--- config.mk ---
export PLATFORM = sky130hd
export DESIGN_NAME = foc_prod_shift_sat
export DESIGN_NICKNAME = d
export VERILOG_FILES = /design/src/rtl/foc_prod_shift_sat.sv
export SDC_FILE = /design/constraint.sdc
export NUM_CORES = 1
export LEC_CHECK = 0
export CAP_MARGIN = 0
export CORE_UTILIZATION = 40
export DETAILED_ROUTE_END_ITERATION = 12
export PLACE_DENSITY = 0.8
export SYNTH_ARGS = -nofsm -noshare
export SYNTH_HDL_FRONTEND = slang
export SYNTH_SLANG_ARGS = --single-unit
--- constraint.sdc ---
create_clock -name clk -period 2.2 [get_ports clk]
set_clock_uncertainty 0.15 [all_clocks]
set_input_delay 0.33 -clock clk [delete_from_list [all_inputs] [get_ports clk]]
set_output_delay 0.33 -clock clk [all_outputs]
set_load 0.005 [all_outputs]
--- src/rtl/foc_prod_shift_sat.sv ---
// foc_prod_shift_sat
//   Rescales the signed product from the FOC multiplier by an arithmetic right
//   shift of SHIFT bits. The result is saturated to DOUT_WIDTH signed bits and
//   delivered over a valid/ready handshake. The block is a two-stage pipeline
//   (A: shift, B: saturate). A saturating counter records how many clipped
//   outputs were delivered.
//
//   Build option: define FOC_PROD_SHIFT_ROUND_EN to round half-up (add
//   2^(SHIFT-1) before the shift). Without it the shift truncates toward -inf.
//
// Ports
//   clk       in   clock, rising edge
//   reset     in   asynchronous reset, active-low
//   din       in   signed product [DIN_WIDTH]
//   din_vld   in   din valid
//   din_rdy   out  din accepted this cycle when din_vld is high
//   dout      out  scaled, saturated result [DOUT_WIDTH]
//   dout_sat  out  current dout was clipped
//   dout_vld  out  dout valid
//   dout_rdy  in   downstream accepts dout
//   clr_cnt   in   synchronous clear of sat_cnt (wins over increment)
//   sat_cnt   out  saturating count of clipped outputs delivered [CNT_WIDTH]
module foc_prod_shift_sat #(
  parameter int DIN_WIDTH  = 34,
  parameter int DOUT_WIDTH = 16,
  parameter int SHIFT      = 15,
  parameter int CNT_WIDTH  = 16
) (
  input  logic                         clk,
  input  logic                         reset,
  input  logic signed [DIN_WIDTH-1:0]  din,
  input  logic                         din_vld,
  output logic                         din_rdy,
  output logic signed [DOUT_WIDTH-1:0] dout,
  output logic                         dout_sat,
  output logic                         dout_vld,
  input  logic                         dout_rdy,
  input  logic                         clr_cnt,
  output logic [CNT_WIDTH-1:0]         sat_cnt
);

  // Width of the shifted value in stage A
  localparam int W = DIN_WIDTH + 1 - SHIFT;

  localparam logic signed [DOUT_WIDTH-1:0] OUT_MAX = {1'b0, {(DOUT_WIDTH-1){1'b1}}};
  localparam logic signed [DOUT_WIDTH-1:0] OUT_MIN = {1'b1, {(DOUT_WIDTH-1){1'b0}}};

  logic                         r_a_vld;
  logic signed [W-1:0]          r_a_val;
  logic signed [DOUT_WIDTH-1:0] r_dout;
  logic                         r_dout_sat;
  logic                         r_dout_vld;
  logic [CNT_WIDTH-1:0]         r_sat_cnt;

  logic                         w_b_en;
  logic                         w_a_en;
  logic signed [DIN_WIDTH:0]    w_ext;
  logic signed [DIN_WIDTH:0]    w_sum;
  logic signed [W-1:0]          w_a_next;
  logic                         w_unused_lsb;
  logic [W-DOUT_WIDTH:0]        w_hi;
  logic                         w_ovf;
  logic signed [DOUT_WIDTH-1:0] w_b_next;
  logic                         w_b_sat;
  logic                         w_sat_xfer;

  // Handshake: an empty stage always loads, so bubbles collapse
  assign w_b_en  = !r_dout_vld || dout_rdy;
  assign w_a_en  = !r_a_vld || w_b_en;
  assign din_rdy = w_a_en;

  // One guard bit so the rounding add can never overflow
  assign w_ext = {din[DIN_WIDTH-1], din};

`ifdef FOC_PROD_SHIFT_ROUND_EN
  localparam logic signed [DIN_WIDTH:0] RND = {{DIN_WIDTH{1'b0}}, 1'b1} << (SHIFT - 1);
  assign w_sum = w_ext + RND;
`else
  assign w_sum = w_ext;
`endif

  // Selecting the upper W bits is the arithmetic shift; the dropped upper
  // bits of a full >>> would only be sign copies
  assign w_a_next     = w_sum[DIN_WIDTH:SHIFT];
  assign w_unused_lsb = ^w_sum[SHIFT-1:0];

  // Value fits in DOUT_WIDTH iff all bits from the output sign bit upward agree
  assign w_hi  = r_a_val[W-1:DOUT_WIDTH-1];
  assign w_ovf = !((&w_hi) || !(|w_hi));

  always_comb begin
    w_b_next = r_a_val[DOUT_WIDTH-1:0];
    w_b_sat  = 1'b0;
    if (w_ovf) begin
      w_b_sat  = 1'b1;
      w_b_next = r_a_val[W-1] ? OUT_MIN : OUT_MAX;
    end
  end

  always_ff @(posedge clk or negedge reset) begin
    if (!reset) begin
      r_a_vld <= 1'b0;
      r_a_val <= '0;
    end else if (w_a_en) begin
      r_a_vld <= din_vld;
      if (din_vld) begin
        r_a_val <= w_a_next;
      end
    end
  end

  always_ff @(posedge clk or negedge reset) begin
    if (!reset) begin
      r_dout_vld <= 1'b0;
      r_dout     <= '0;
      r_dout_sat <= 1'b0;
    end else if (w_b_en) begin
      r_dout_vld <= r_a_vld;
      if (r_a_vld) begin
        r_dout     <= w_b_next;
        r_dout_sat <= w_b_sat;
      end
    end
  end

  assign w_sat_xfer = r_dout_vld && dout_rdy && r_dout_sat;

  always_ff @(posedge clk or negedge reset) begin
    if (!reset) begin
      r_sat_cnt <= '0;
    end else if (clr_cnt) begin
      r_sat_cnt <= '0;
    end else if (w_sat_xfer && (r_sat_cnt != '1)) begin
      r_sat_cnt <= r_sat_cnt + 1'b1;
    end
  end

  assign dout     = r_dout;
  assign dout_sat = r_dout_sat;
  assign dout_vld = r_dout_vld;
  assign sat_cnt  = r_sat_cnt;

endmodule

== Word level (Yosys, flattened, before mapping) ==
Cells that the tools add are included.

* Register bits: 54
* Bits in latches: 0
* RAM bits: 0
* Bits in read-only memories: 0
* Input bits: 39
* Word-level logic and storage cells: 27
* Memories kept: 0

* Add/sub/neg operators: 1
* Multiply operators: 0
* Divide/modulo/power cells: 0
* Order comparisons: 0
* Equality and inequality tests: 1
* Shift operators: 0
* Multiplexer cells: 5
* Bitwise operators: 0
* Reductions and logical operators: 14

{| class="wikitable"
|+ Operator list
! cell !! number
|-
| $mux W16 || 4
|-
| $add A16 B1 Y16 const B || 1
|-
| $ne A16 B16 Y1 const B || 1
|-
| $reduce_and A5 Y1 || 1
|-
| $reduce_or A5 Y1 || 1
|-
| $reduce_and A2 Y1 || 2
|-
| $logic_and A1 B1 Y1 || 3
|-
| $logic_not A1 Y1 || 3
|-
| $logic_or A1 B1 Y1 || 3
|-
| $reduce_bool A2 Y1 || 1
|-
| $mux W1 || 1
|}

== Longest topological paths before layout ==
Gate-level depths: netlist of the first run.

* Depth in word-level cells: 5
* Depth in mapped cells: 6
* Gate-level depth less buffers: 5

== Worst setup path before layout of the first run ==
OpenSTA, ideal clock, no wires.

* Path type: reg2reg
* Start: reg r_sat_cnt[0], in the netlist sat_cnt[0]
* End: reg r_sat_cnt[14], in the netlist sat_cnt[14]
* Setup time: 0.078 ns
* Arrival: 1.629 ns
* Data required time: 1.972 ns
* Setup slack: 0.343 ns
* Stages on the path, launching flop included: 6
* Clock period less this slack: 1.857 ns
* Path through: dfrtp_1 > ha_1 > nand4_1 > or4_4 > or3_1 > a21oi_1

* Longest elaborated chain between the ends: 3
* Elaborated cells on any way between the ends: 6
* Classes of those cells: add/sub: 1; eq/ne: 1; mux: 2; reduce/logical: 2

{| class="wikitable"
|+ RTL lines
! what !! RTL line !! source
|-
| start: declaration || 53 || <nowiki>logic [CNT_WIDTH-1:0] r_sat_cnt;</nowiki>
|-
| start signal: assignment || 134 || <nowiki>r_sat_cnt <= r_sat_cnt + 1'b1;</nowiki>
|-
| $add A16 B1 Y16 or $ne A16 B16 Y1 (tied branches) || 134, 133 ||
|-
| $mux W16 or $logic_and A1 B1 Y1 (tied branches) || 133 || <nowiki>end else if (w_sat_xfer && (r_sat_cnt != '1)) begin</nowiki>
|-
| $mux W16 or $reduce_bool A2 Y1 (tied branches) || -- ||
|}

Several ways; a longest one is shown, not always the timed one. The select of a mux whose other input is x is not followed.
A chain may end at the register's enable or synchronous reset.

== Final worst setup path of the first run ==
* Start: in dout_rdy
* End: out din_rdy

* Longest elaborated chain between the ends: 2

{| class="wikitable"
|+ RTL lines
! what !! RTL line !! source
|-
| start: declaration || 37 || <nowiki>input logic dout_rdy,</nowiki>
|-
| $logic_or A1 B1 Y1 || 68 || <nowiki>assign w_b_en = !r_dout_vld || dout_rdy;</nowiki>
|-
| $logic_or A1 B1 Y1 || 69 || <nowiki>assign w_a_en = !r_a_vld || w_b_en;</nowiki>
|-
| end: declaration || 33 || <nowiki>output logic din_rdy,</nowiki>
|}

No other way between the ends.

==> results by group, run 1 <==
Outcome
  – Status: finished clean

Critical path
  – Critical Path Fanout Max: 3
  – CP Capture Type: output pin
  – Crit path DAT: 1.59 ns
  – WP buf/inv: 3
  – Crit start category: input port
  – Crit path kind: input port to output pin
  – CP delay by family, top: buffers and inverters
  – Critical Path, Cell by Cell: clkdlybuf4s50_1 > buf_4 > nand3b_1 > clkdlybuf4s50_1
  – CP max-delay cell: clkdlybuf4s50_1
  – CP dominant cell by count: clkdlybuf4s50_1
  – Max incr delay on CP: 0.52 ns
  – CP required: 1.72 ns

Clocking
  – Clk buf depth: 2
  – Clk_lat worst skew: 0.31 ns
  – Post-CTS Setup Repair Bufs: 0
  – Max H-tree Level: 2
  – CTS buffer count: 5
  – CTS Root Cell: clkbuf_8
  – Resized cells post-CTS: 0
  – Clk slew on worst S/H paths: 0.09 ns
  – CTS Hold Bufs: 1
  – CTS tree: yes
  – CTS Sinks: 54

Logic synthesis
  – Largest family of logic cells by synthesized area: simple AND/OR/NAND/NOR gates
  – Commonest cells post-synth: dfrtp_1 (54), a21oi_1 (28), nand2_1 (25)
  – Synth area leaders: dfrtp_1 (57%), mux2_2 (10%), a21oi_1 (5.9%)
  – Post-synthesis sequential area ratio: 57.1%
  – Synth Cell Area: 0.00236 mm2
  – Prevailing post-synth register cell: dfrtp_1
  – Post-Syn Area per Cell: 10.7 um2
  – Post-synth ARST share: 100%
  – Count leader, synth: dfrtp_1
  – Syn nets: 260
  – Synth Area in Compound Gates: 10.1%
  – Netlist cell types: 35
  – Yosys top cell area share: 57.1%
  – Leading area contributor after synthesis: dfrtp_1
  – Post-synth EDFFs: 0
  – Synth Area in Adders: 0.529%
  – Xor/xnor share of the synthesized area: 0.370%
  – Mux cell area share after synthesis: 10.0%
  – #FFs+latches synth: 54
  – Syn Inst Count: 220
  – Simple-gate share of the synthesized area: 19.7%
  – Ys Warns: 0

GRT
  – Final global-route overflow total: 0
  – First-pass GRT wire length: 8800 um
  – Grt peak-use layer: met2
  – Met2 Use GR: 31.1%
  – Met3 Track Usage GR: 5.17%
  – Vias in the first global route: 1919
  – GR Util met1: 22.2%
  – Antenna violations before repair: 0
  – Largest net degree at the start of global routing: 32
  – All-Layer GR Usage: 18.2%

Die
  – Cell Rows: 27
  – Die ar.: 0.00622 mm2
  – Io pins: 74
  – Initial core utilization: 42.2%
  – Die Span X: 78.9 um
  – Die Y: 78.9 um
  – Core area: 0.00561 mm2

STA
  – TNS Setup: 0 ns
  – Worst slew pin tran: 0.630 ns
  – Setup violators final: 0
  – Fmax: 484 MHz
  – Slew headroom: 58.0%
  – Final Hold Fails: 0
  – RSZ-0062 raised after global routing: false
  – Period minus WS final: 2.07 ns
  – Final Cycle Share: 93.9%
  – Final Max Tran Viols: 0

Routing
  – Initial DRC count: 92
  – Pre-antenna DRT Iters: 4
  – Wire length per cell: 14.2 um
  – ANT nets after route: 0
  – Remaining DRCs: 0
  – WL final: 5120 um
  – Via density: 5.37
  – Vias: 1933

Final layout
  – Nets: 327
  – Diode count: 0
  – P&R area growth vs syn: 35.4%
  – Layout cells sized above 1: 14.9%
  – Final std cells w/o fill: 360

Job
  – Number of max-cap violations: 0

Pwr
  – Lkg Pwr: 1.30 nW
  – PD cells: 736 mW/mm2
  – Peak supply drop: 0.000438 V

Place
  – Port Buffer Count: 58
  – HPWL after detailed placement: 3640 um
  – Placed insts: 351
  – GPL Wtd Cong: 0.776

Hold path
  – Hold Crit Class: flop to flop
-- registers in the layout, indices dropped and copies added, names as in the netlist --
register,count
r_a_val,19
dout,16
sat_cnt,16
dout_sat,1
dout_vld,1
r_a_vld,1
-- where the power goes --
part           switching (W)  total (W)  internal (W)
combinational       0.000188   0.000482      0.000293
clock               0.000327   0.000667      0.000340
sequential         0.0000835    0.00121       0.00113
total               0.000599    0.00236       0.00176
-- cells by family after synthesis --
family,count (synthesis)
flip-flops,54
XOR/XNOR,1
adder cells (fa/ha/maj),1
AO/OA/AOI/OAI,44
multiplexers,21
buffers and inverters,10
AND/OR/NAND/NOR,89
-- routing by layer --
layer  part of all wire [%]  routed length [um]  up-vias
li1                       -                   -      918
met3                    5.9                 301        6
met5                      0                   0        -
met4                    1.1                  56        0
met1                     42                2150      954
met2                     51                2610       55
-- area by class of cell --
| cell class | count | area (um2) |
|---|---|---|
| flip-flops and latches | 54 | 1350 |
| inverters | 1 | 3.75 |
| repair buffers | 69 | 686 |
| clock buffers | 6 | 72.6 |
| clock inverters | 2 | 37.5 |
| multi-input cells | 156 | 962 |
| fillers | 507 | 2400 |
| well taps | 72 | 90.1 |
-- worst min-delay path, stage by stage (launching register included) --
cell and delay, ns:
dfrtp_1 0.37, nand2_1 0.06, nand2_1 0.05
-- worst paths after layout --
check,from,to,slack [ns],cells past startpoint
min in group asynchronous,reset,sat_cnt[5]$_DFFE_PN0P_,0.39,2
hold / removal,dout[15]$_DFFE_PN0P_,dout[15]$_DFFE_PN0P_,0.36,2
setup reg to reg,sat_cnt[0]$_DFFE_PN0P_,sat_cnt[14]$_DFFE_PN0P_,0.14,5
setup / recovery,dout_rdy,din_rdy,0.13,4
hold reg to reg,dout[15]$_DFFE_PN0P_,dout[15]$_DFFE_PN0P_,0.36,2
max in group asynchronous,reset,dout[14]$_DFFE_PN0P_,0.95,3
-- per-stage QoR --
| step | utilization, % | cell area [um2] | worst slack, ns | power, W | hold WS (ns) |
|---|---|---|---|---|---|
| 2_1_floorplan | - | 2360 | 0.343 | 0.00141 | -0.116 |
| 3_3_place_gp | 55.0 | 3080 | -0.00456 | 0.00170 | 0.203 |
| 3_5_place_dp | 55.0 | 3080 | -0.0283 | 0.00172 | 0.211 |
| 4_1_cts | 57.1 | 3200 | 0.123 | 0.00239 | 0.358 |
| 5_1_grt | 57.1 | 3200 | 0.00845 | 0.00247 | 0.375 |
| 6_report | 57.1 | 3200 | 0.133 | 0.00236 | 0.357 |
-- layout by cell type, fill, tap and decap left out, types with 2 or more instances in the layout --
cell type | netlist | final
nand3_1 | 5 | 5
or4_1 | 2 | 2
and4_1 | 2 | 2
nand4_1 | 6 | 6
nand3b_1 | 2 | 2
o21ai_0 | 9 | 9
nand2b_1 | 3 | 3
mux2_2 | 21 | 21
nor2_1 | 21 | 21
clkdlybuf4s50_1 | 0 | 57
or3_1 | 7 | 7
buf_12 | 0 | 2
dfrtp_1 | 54 | 54
nand2_1 | 25 | 25
clkbuf_8 | 0 | 5
a21oi_1 | 28 | 28
buf_4 | 0 | 8
o31ai_1 | 3 | 3
nor3_1 | 4 | 4
and3_1 | 4 | 4
(Power assumes the default switching activity.)
==> inputs of run 2 (changes only) <==
--- a/config.mk
+++ b/config.mk
@@ -8,7 +8,8 @@
 export CAP_MARGIN = 0
 export CORE_UTILIZATION = 40
 export DETAILED_ROUTE_END_ITERATION = 12
-export PLACE_DENSITY = 0.8
+export GPL_ROUTABILITY_DRIVEN = 0
+export PLACE_DENSITY_LB_ADDON = 0.1
 export SYNTH_ARGS = -nofsm -noshare
 export SYNTH_HDL_FRONTEND = slang
 export SYNTH_SLANG_ARGS = --single-unit
==> results by group, run 2 (same netlist as run 1, synthesis figures left out) <==
Place
  – Port Buffer Count: 58 (unchanged)
  – Post-DP Area: 0.00308 mm2 (about the same)
  – Dpl ws: -0.0274 ns (was -0.0283 ns)
  – HPWL after detailed placement: 3370 um (was 3640 um)

STA
  – Worst slew pin tran: 0.674 ns (was 0.630 ns)
  – Final Hold Fails: 9 (was 0)
  – Worst hold slack: -0.0198 ns (was 0.357 ns)
  – RSZ-0062 raised after global routing: false (unchanged)
  – Fmax: 479 MHz (was 484 MHz)
  – Period minus WS final: 2.09 ns (was 2.07 ns)
  – Setup violators final: 0 (unchanged)
  – Final Max Tran Viols: 0 (unchanged)
  – Setup slack after layout: 0.113 ns (was 0.133 ns)
  – Slew headroom: 55.0% (was 58.0%)
  – Final Cycle Share: 94.9% (was 93.9%)

Final layout
  – Largest register by flop count: r_a_val (unchanged)
  – Layout cells sized above 1: 15.3% (was 14.9%)
  – Commonest non-fill, non-tap cell in the layout: clkdlybuf4s50_1 (unchanged)
  – Core Util, Final: 56.8% (was 57.1%)
  – Nets: 327 (unchanged)
  – Max FFs per register: 19 (unchanged)
  – P&R area growth vs syn: 34.7% (was 35.4%)
  – Final Instance Area: 0.00319 mm2 (was 0.00320 mm2)
  – Fillers: 529 (was 507)
  – Most frequent cells in the layout: clkdlybuf4s50_1 (57), dfrtp_1 (54), a21oi_1 (28) (unchanged)
  – Diode count: 0 (unchanged)

Critical path
  – Crit Reg-Reg Startpoint: sat_cnt[1]$_DFFE_PN0P_ (was sat_cnt[0]$_DFFE_PN0P_)
  – Crit path DAT: 1.61 ns (was 1.59 ns)
  – CP Capture Type: output pin (unchanged)
  – R2R depth: 5 (unchanged)
  – Worst reg-to-reg setup slack: 0.21 ns (was 0.14 ns)
  – Setup crit end: din_rdy (unchanged)
  – CP Launch Point: dout_rdy (unchanged)
  – Crit path kind: input port to output pin (unchanged)
  – CP required: 1.72 ns (about the same)
  – Critical Path Fanout Max: 3 (unchanged)
  – Reg-to-reg endpoint: sat_cnt[14]$_DFFE_PN0P_ (unchanged)
  – Crit start category: input port (unchanged)

Pwr
  – Switching Share: 24.8% (was 25.4%)
  – Overall power: 0.00233 W (was 0.00236 W)
  – Sw Pwr: 0.000579 W (was 0.000599 W)
  – Seq pwr share: 51.6% (was 51.3%)
  – Lkg Pwr: 1.30 nW (about the same)
  – Clock network power share: 28.0% (was 28.3%)
  – PD cells: 732 mW/mm2 (was 736 mW/mm2)
  – Internal Power: 0.00175 W (was 0.00176 W)
  – Peak supply drop: 0.000367 V (was 0.000438 V)
  – Logic pwr share: 20.4% (about the same)

GRT
  – Largest net degree at the start of global routing: 55 (was 32)
  – Antenna violations before repair: 0 (unchanged)
  – Final global-route overflow total: 0 (unchanged)
  – All-Layer GR Usage: 17.4% (was 18.2%)
  – Vias in the first global route: 1808 (was 1919)
  – First-pass GRT wire length: 8460 um (was 8800 um)

Clocking
  – CTS buffer count: 5 (unchanged)
  – CTS Hold Bufs: 0 (was 1)
  – Clk buf depth: 2 (unchanged)
  – CTS tree: yes (unchanged)
  – CTS Root Cell: clkbuf_8 (unchanged)
  – CTS Sinks: 54 (unchanged)
  – Clk slew on worst S/H paths: 0.09 ns (about the same)
  – Resized cells post-CTS: 0 (unchanged)
  – Clk_lat worst skew: 0.30 ns (was 0.31 ns)
  – Max H-tree Level: 2 (unchanged)
  – Post-CTS Setup Repair Bufs: 0 (unchanged)

Routing
  – WL final: 4810 um (was 5120 um)
  – Pre-antenna DRT Iters: 4 (unchanged)
  – Remaining DRCs: 0 (unchanged)
  – Wire length per cell: 13.4 um (was 14.2 um)
  – Vias: 1839 (was 1933)
  – Via density: 5.12 (was 5.37)
  – Initial DRC count: 99 (was 92)
  – ANT nets after route: 0 (unchanged)

Die
  – Io pins: 74 (unchanged)
  – Initial core utilization: 42.2% (unchanged)
  – Die Span X: 78.9 um (unchanged)
  – Core area: 0.00561 mm2 (unchanged)
  – Cell Rows: 27 (unchanged)
  – Die Y: 78.9 um (unchanged)
  – Die ar.: 0.00622 mm2 (unchanged)

Hold path
  – Hold Crit Class: input port to asynchronous set/reset pin (was flop to flop)

Outcome
  – Status: complete, but fails checks (was finished clean)
  – Failing checks: hold timing

Job
  – Number of max-cap violations: 0 (unchanged)
[run 2: cell types whose count changed in the layout (fill, tap and decap cells not counted)]
cell           delta
buf_12            -1
buf_4             +2
clkbuf_1          -1
clkinv_4          +1
clkinvlp_4        -1
dlygate4sd3_1     -1
[run 2: worst min-delay path by stage]
| stage | start | end | depth (start not counted) |
|---|---|---|---|
| 2_1_floorplan | reset | dout[0]$_DFFE_PN0P_ | 0 |
| 3_3_place_gp | dout[15]$_DFFE_PN0P_ | dout[15]$_DFFE_PN0P_ | 2 |
| 3_5_place_dp | dout[15]$_DFFE_PN0P_ | dout[15]$_DFFE_PN0P_ | 2 |
| 4_1_cts | reset | sat_cnt[4]$_DFFE_PN0P_ | 2 |
| 5_1_grt | reset | sat_cnt[4]$_DFFE_PN0P_ | 2 |
| 6_report | reset | sat_cnt[4]$_DFFE_PN0P_ | 2 |
[run 2: power groups by stage]
stage / logic, W / clock network, W / registers, W
after global placement: 0.000476 / 0 / 0.00123
after detailed placement: 0.000484 / 0 / 0.00123
final: 0.000476 / 0.000653 / 0.00120
after global routing: 0.000533 / 0.000713 / 0.00122
after floorplan: 0.000191 / 0 / 0.00122
after CTS: 0.000485 / 0.000683 / 0.00121
[run 2: area by class of cell]
type / instances / area [um2] / area share [%]
Clock buffer: 5 / 68.8 / 2.16
Clock inverter: 2 / 38.8 / 1.22
Inverter: 1 / 3.75 / 0.118
Multi-Input combinational cell: 156 / 962 / 30.2
Sequential cell: 54 / 1350 / 42.4
Tap cell: 72 / 90.1 / 2.83
Timing Repair Buffer: 69 / 671 / 21.1
[run 2: stage by stage]
| step | setup TNS [ns] | hold WS [ns] | cells |
|---|---|---|---|
| 4_1_cts | 0 | 0.0137 | 359 |
| 5_1_grt | 0 | 0.0364 | 359 |
| 2_1_floorplan | 0 | -0.116 | 220 |
| 3_3_place_gp | 0 | 0.309 | 352 |
| 6_report | 0 | -0.0198 | 359 |
| 3_5_place_dp | -0.0701 | 0.320 | 352 |
[run 2: per-layer routing]
metal	up-vias	GRT usage [%]	share of wire, %
met2	36	28.8	50
met5	-	0	0
met1	877	22.4	45
li1	919	-	-
met4	0	5.64	1.1
met3	7	4.48	3.8
[run 2: worst max-delay path, stage by stage]
cell,delay (ns)
clkdlybuf4s50_1,0.50
buf_4,0.12
nand3b_1,0.13
clkdlybuf4s50_1,0.52
